===== src/rtl/mux_rr_n.sv =====
// N-channel registered multiplexer with per-channel valid/ready handshakes.
// Selects by manual index or by round-robin; the output word is held stable under backpressure.
module mux_rr_n #(
    parameter int N    = 4,
    parameter int W    = 8,
    parameter int SELW = 2
) (
    input  logic            clk,
    input  logic            rst,
    input  logic [N*W-1:0]  in_data,
    input  logic [N-1:0]    in_valid,
    output logic [N-1:0]    in_ready,
    input  logic            mode,
    input  logic [SELW-1:0] sel,
    output logic [W-1:0]    out_data,
    output logic [SELW-1:0] out_ch,
    output logic            out_valid,
    input  logic            out_ready
);

    logic [W-1:0]    out_data_q, out_data_d;
    logic [SELW-1:0] out_ch_q, out_ch_d;
    logic            out_valid_q, out_valid_d;
    logic [SELW-1:0] ptr_q, ptr_d;

    logic            load_en;
    logic            gnt_vld;
    logic [SELW-1:0] gnt;
    logic [W-1:0]    gnt_data;

    assign load_en = !out_valid_q || out_ready;

    // Only in-range channels are ever compared, so sel >= N simply finds no match.
    always_comb begin
        gnt_vld = 1'b0;
        gnt     = '0;
        if (!mode) begin
            for (int i = 0; i < N; i++) begin
                if (!gnt_vld && sel == SELW'(i) && in_valid[i]) begin
                    gnt_vld = 1'b1;
                    gnt     = SELW'(i);
                end
            end
        end else begin
            // Two passes give the wrap-around order: ptr..N-1 first, then 0..ptr-1.
            for (int i = 0; i < N; i++) begin
                if (!gnt_vld && in_valid[i] && SELW'(i) >= ptr_q) begin
                    gnt_vld = 1'b1;
                    gnt     = SELW'(i);
                end
            end
            for (int i = 0; i < N; i++) begin
                if (!gnt_vld && in_valid[i] && SELW'(i) < ptr_q) begin
                    gnt_vld = 1'b1;
                    gnt     = SELW'(i);
                end
            end
        end
    end

    always_comb begin
        gnt_data = '0;
        for (int i = 0; i < N; i++) begin
            if (gnt == SELW'(i)) gnt_data = in_data[i*W +: W];
        end
    end

    always_comb begin
        for (int i = 0; i < N; i++) begin
            in_ready[i] = !rst && load_en && gnt_vld && (gnt == SELW'(i));
        end
    end

    always_comb begin
        out_data_d  = out_data_q;
        out_ch_d    = out_ch_q;
        out_valid_d = out_valid_q;
        ptr_d       = ptr_q;
        if (load_en) begin
            if (gnt_vld) begin
                out_data_d  = gnt_data;
                out_ch_d    = gnt;
                out_valid_d = 1'b1;
                if (mode) ptr_d = (gnt == SELW'(N-1)) ? '0 : gnt + 1'b1;
            end else begin
                out_valid_d = 1'b0;
            end
        end
    end

    always_ff @(posedge clk) begin
        if (rst) begin
            out_data_q  <= '0;
            out_ch_q    <= '0;
            out_valid_q <= 1'b0;
            ptr_q       <= '0;
        end else begin
            out_data_q  <= out_data_d;
            out_ch_q    <= out_ch_d;
            out_valid_q <= out_valid_d;
            ptr_q       <= ptr_d;
        end
    end

    assign out_data  = out_data_q;
    assign out_ch    = out_ch_q;
    assign out_valid = out_valid_q;

endmodule


===== config.mk =====
export PLATFORM = sky130hd
export DESIGN_NAME = mux_rr_n
export DESIGN_NICKNAME = d
export VERILOG_FILES = /design/src/rtl/mux_rr_n.sv
export SDC_FILE = /design/constraint.sdc
export NUM_CORES = 1
export LEC_CHECK = 0
export BUFFER_PORTS_ARGS = -buffer_cell sky130_fd_sc_hd__buf_4
export CAP_MARGIN = 0
export CORE_UTILIZATION = 44
export DETAILED_ROUTE_END_ITERATION = 12
export GPL_TIMING_DRIVEN = 0
export PLACE_DENSITY = 0.88
export SLEW_MARGIN = 10
export SYNTH_ARGS = -nofsm -noshare
export SYNTH_HDL_FRONTEND = slang
export SYNTH_SLANG_ARGS = --single-unit
export TNS_END_PERCENT = 5

===== constraint.sdc =====
create_clock -name clk -period 3 [get_ports clk]
set_input_delay 0.6 -clock clk [delete_from_list [all_inputs] [get_ports clk]]
set_output_delay 0.6 -clock clk [all_outputs]
set_load 0.05 [all_outputs]

Word-level counts from Yosys, hierarchy flattened
Cells that the tools add are included.
Storage, ports and cells
  bits in registers: 13
  input bits: 42
  word-level logic and storage cells: 104
Cells by class
  add/subtract/negate cells: 1
  magnitude comparators: 8
  eq/ne operators: 6
  multiplexer cells: 40
  reductions and logical operators: 45
Operators by type and width (count)
  2-to-1 mux 8 bit: 4
  logical AND 1 bit: 28
  2-to-1 mux 1 bit: 26
  2-to-1 mux 2 bit: 10
  zero test 1 bit: 12
  equality test 2 bit (second input constant): 4
  equality test 2 x 1 -> 1 bit (second input constant): 2
  greater-or-equal comparator 1 x 2 -> 1 bit (first input constant): 2
  greater-or-equal comparator 2 bit (first input constant): 2
  zero test 2 bit: 2
  less-than comparator 1 x 2 -> 1 bit (first input constant): 2
  less-than comparator 2 bit (first input constant): 2
  AND reduction 3 bit: 1
  adder 2 x 1 -> 2 bit (second input constant): 1
  AND reduction 2 bit: 1
  logical OR 1 bit: 1

Logic depth before layout (Yosys ltp)
  depth after elaboration: 44
  gate-level depth with buffers: 10
  mapped depth without buffers: 9

Least setup slack after synthesis
Ideal clock, no wire load.
  path kind: input-to-output
  start: input in_valid[2]
  end: output in_ready[3]
  arrival time: 2.402 ns
  path slack: -0.002 ns
  cell stages on the path: 7
  cells stage by stage: and2b_1 o41ai_1 o31a_2 ha_1 clkbuf_1 clkbuf_1 and3_1
Between the ends
  longest elaborated chain between the ends: 31
  elaborated cells on any way between the ends: 48
  classes of those cells: eq/ne: 1; mux: 24; reduce/logical: 23
Ends and longest elaborated chain
  start: declaration: RTL line 11  | input logic [N-1:0] in_valid,
  logical AND 1 bit (2 in a row): RTL line 47  | if (!gnt_vld && in_valid[i] && SELW'(i) >= ptr_q) begin
  2-to-1 mux 1 bit: RTL line 47
  2-to-1 mux 1 bit: RTL line 37  | if (!mode) begin
  zero test 1 bit: RTL line 47
  logical AND 1 bit (2 in a row): RTL line 47
  2-to-1 mux 1 bit: RTL line 47
  2-to-1 mux 1 bit: RTL line 37
  zero test 1 bit: RTL line 53  | if (!gnt_vld && in_valid[i] && SELW'(i) < ptr_q) begin
  [13 not listed]
  2-to-1 mux 1 bit: RTL line 37
  zero test 1 bit: RTL line 53
  logical AND 1 bit (2 in a row): RTL line 53
  2-to-1 mux 2 bit: RTL line 53
  2-to-1 mux 2 bit (*): RTL line 37
  via gnt[0]: RTL line 28  | logic [SELW-1:0] gnt;
  equality test 2 bit (*): RTL line 70  | in_ready[i] = !rst && load_en && gnt_vld && (gnt == SELW'(i));
  logical AND 1 bit (*): RTL line 70
  end: declaration: RTL line 12  | output logic [N-1:0] in_ready,
The timed path passes the listed nets; every way through them passes the cells marked *. The select of a mux whose other input is x is not followed.

Worst setup path in the final report
  start: input in_valid[2]
  end: output in_ready[2]
Same word-level chain as after synthesis.

==> flow_summary.rst <==
.. list-table::
   :header-rows: 1

   * - Metric
     - Value
   * - Run status
     - completed
   * - Finished Cell Area
     - 1610 µm²
   * - Antenna cells
     - 0
   * - Slack of the worst reg-to-reg path
     - 370 ps
   * - Crit end category
     - primary output
   * - Clock Sinks
     - 13
   * - Total routing resource utilization after global routing
     - 0.247
   * - Port Buffer Count
     - 56
   * - Area post-placement
     - 1500 µm²
   * - Wire length of the first global-routing pass
     - 4.80 mm
   * - Transition time at the pin with the least slew margin
     - 643 ps
   * - Fraction of layout cells with a size suffix above 1
     - 0.492
   * - Clock-pin slew of the registers on the worst-case setup and hold paths
     - 80 ps
   * - Launching point of the worst reg2reg path
     - ptr_q[0]$_SDFFE_PP0P_
   * - # rows
     - 17
   * - Leading cell type in the layout, fill and taps excluded
     - buf_4
   * - Number of max-capacitance violations reported
     - 0
   * - FF+latch count, synth
     - 13
   * - Critical Path, Cell by Cell
     - buf_4 > and2b_1 > o41ai_2 > o31a_2 > inv_1 > ha_4 > buf_2 > and3_1 > buf_4
   * - Number of global-route vias before repair
     - 1,086
   * - Worst vdd ir
     - 0.400 mV
   * - Average size of a mapped cell
     - 8.56 µm²
   * - Overall via count from detail_route
     - 1,214
   * - RR Endpoint
     - out_data[7]$_SDFFE_PP0P_
   * - Height of the die
     - 50.7 µm
   * - Number of antenna violations at the first check in global routing
     - 0
   * - Cell with the biggest individual delay on the critical path
     - o31a_2
   * - Setup CP Type
     - in2out
   * - Inst Count DP
     - 206
   * - Worst setup SP type
     - input pin
   * - Clock network latency to the later pin of the worst-skew pair
     - 280 ps
   * - Clock Tree Buf Depth
     - 2
   * - Main synth FF type
     - dfxtp_1
   * - Die W
     - 50.7 µm
   * - Worst min-delay path class
     - reg2reg
   * - Vias per std cell
     - 5.75
   * - Initial Utilization
     - 0.468
   * - Pwr Total
     - 0.000699 W
   * - Finished Layout Cells
     - 211
   * - Synthesized instance count
     - 122
   * - Number of antenna-violating nets in the routed design
     - 0
   * - Async set-or-reset flop fraction in the synthesized netlist
     - 0
   * - Final hold violations
     - 0
   * - Part of the Yosys area used for sequential elements
     - 0.249
   * - Depth of the worst register-to-register path
     - 10
   * - Worst-case clock skew
     - 6.30 ps
   * - Pre-antenna DRT Iters
     - 4
   * - Tcrit/Tclk final
     - 0.982
   * - Final GP Congestion
     - 0.728
   * - Number of filler instances in the final layout
     - 160
   * - Post-synthesis instance area
     - 1040 µm²
   * - Critical Path Max Stage Delay
     - 380 ps
   * - Pin count of the biggest net entering global routing
     - 11
   * - Arrival time worst endpoint
     - 2350 ps
   * - Critical path startpoint
     - in_valid[2]
   * - Number of I/O pins
     - 57
   * - Leading cell types in the layout, fill and taps excluded
     - 59 x buf_4, 19 x a21oi_1, 13 x dfxtp_1
   * - Setup violators final
     - 0
   * - Setup_tns
     - 0 ps
   * - Slew Viols, Final
     - 0
   * - Wire per inst
     - 15.1 µm
   * - Max Clock Freq
     - 340 MHz
   * - Leak Pwr
     - 0.759 nW
   * - Most frequent cell on the critical path
     - buf_4
   * - Number of clock buffers inserted by TritonCTS
     - 3
   * - Worst-path fanout max
     - 10
   * - Overall die area
     - 2570 µm²
   * - Synth-to-layout area growth
     - 53.9%
   * - End of the critical path
     - in_ready[2]
   * - Cell chosen for the clock root
     - clkbuf_4
   * - Tightest slew margin relative to the limit
     - 0.572
   * - Sum of net half-perimeters after detailed placement
     - 2.37 mm
   * - CTS Hold Buffers Added
     - 0
   * - Number of warning messages in the yosys log
     - 0
   * - Core ar.
     - 2230 µm²
   * - Net count of the mapped netlist
     - 168
   * - Worst hold slack after final layout
     - 486 ps
   * - Count of H-tree levels built during CTS
     - 1
   * - Number of remaining DRC errors
     - 0
   * - DRC marker count from the first detailed-route iteration
     - 45
   * - Power density over cell area
     - 435 nW/µm²
   * - Count of cell types in the netlist
     - 34
   * - Total wirelength of the detailed-routed design
     - 3.19 mm
   * - TritonCTS clock tree
     - built
   * - Number of synthesized flops with an enable pin
     - 0
   * - Critical path required time
     - 2400 ps
   * - Post-route minimum period
     - 2950 ps
   * - Total global routing overflow
     - 0
   * - Post-layout net count
     - 230
## what timing repair did
action	4_1_cts	5_1_grt
pin swaps	1	3
setup buffers	0	3
hold endpoints to repair	0	0
setup endpoints to repair	3	2
resized for setup	6	4
## report_power, final
| group | total, W | switching [W] | internal, W |
|---|---|---|---|
| Sequential | 0.000210 | 0.0000146 | 0.000195 |
| Combinational | 0.000381 | 0.000217 | 0.000163 |
| Clock | 0.000108 | 0.0000588 | 0.0000495 |
## critical path: cells and delay by family
family / cells / cell delay (ps)
fa+ha+maj: 1 / 210
simple gates: 2 / 370
compound gates: 2 / 470
buf+inv: 4 / 700
## flip-flops by register name, summed over array words and instances (netlist names)
signal     cells
out_data       8
out_ch         2
ptr_q          2
out_valid      1
## cell usage after synthesis (2+ instances only)
cell,number,share of area
a221o_1,7,0.067
buf_2,3,0.014
mux2i_1,3,0.029
and2b_1,2,0.014
dfxtp_1,13,0.25
inv_1,12,0.043
and3_1,4,0.024
a211oi_2,10,0.12
a22oi_1,8,0.057
a21oi_1,19,0.091
nor2_1,4,0.014
nand2_1,5,0.018
ha_1,4,0.048
clkbuf_1,5,0.018
nor2b_1,4,0.024
## routing by layer
metal	vias up	part of all wire	GRT usage
met5	-	0	0
met2	57	0.50	0.431
met4	0	0.014	0.106
met3	7	0.063	0.0212
li1	587	-	-
met1	563	0.42	0.307
## kinds of logic (layout without fill, tap and decap cells)
| logic type | after synthesis | count (layout) | synth area share |
|---|---|---|---|
| AOI/OAI and AO/OA | 54 | 54 | 0.418 |
| and+or+nand+nor | 25 | 25 | 0.152 |
| buffers and inverters | 22 | 83 | 0.0934 |
| DFF | 13 | 13 | 0.249 |
| adders and majority gates | 4 | 4 | 0.0479 |
| muxes | 4 | 4 | 0.0395 |
## area by class of cell
class | instances | area, µm² | share of cell area
Clock inverter | 1 | 5.00 | 0.00311
Buffer | 8 | 48.8 | 0.0304
Multi-Input combinational cell | 87 | 736 | 0.458
Tap cell | 28 | 35.0 | 0.0218
Sequential cell | 13 | 260 | 0.162
Timing Repair Buffer | 59 | 455 | 0.283
Clock buffer | 3 | 22.5 | 0.0140
Inverter | 12 | 45.0 | 0.0280
## per-stage QoR
stage          utilization  worst slack [ps]
3_5_place_dp         0.672              -436
5_1_grt              0.720             -36.5
4_1_cts              0.692              13.6
2_1_floorplan            -              61.9
6_report             0.720              54.8
3_3_place_gp         0.672              -391
## worst min-delay path by stage
stage,from,to,slack (ps),depth (start not counted)
2_1_floorplan,ptr_q[0]$_SDFFE_PP0P_,ptr_q[0]$_SDFFE_PP0P_,510,2
3_3_place_gp,out_ch[0]$_SDFFE_PP0P_,out_ch[0]$_SDFFE_PP0P_,470,2
3_5_place_dp,out_ch[0]$_SDFFE_PP0P_,out_ch[0]$_SDFFE_PP0P_,480,2
5_1_grt,rst,out_data[4]$_SDFFE_PP0P_,490,2
6_report,out_ch[0]$_SDFFE_PP0P_,out_ch[0]$_SDFFE_PP0P_,490,2
4_1_cts,out_ch[0]$_SDFFE_PP0P_,out_ch[0]$_SDFFE_PP0P_,490,2
(Power assumes the default switching activity.)
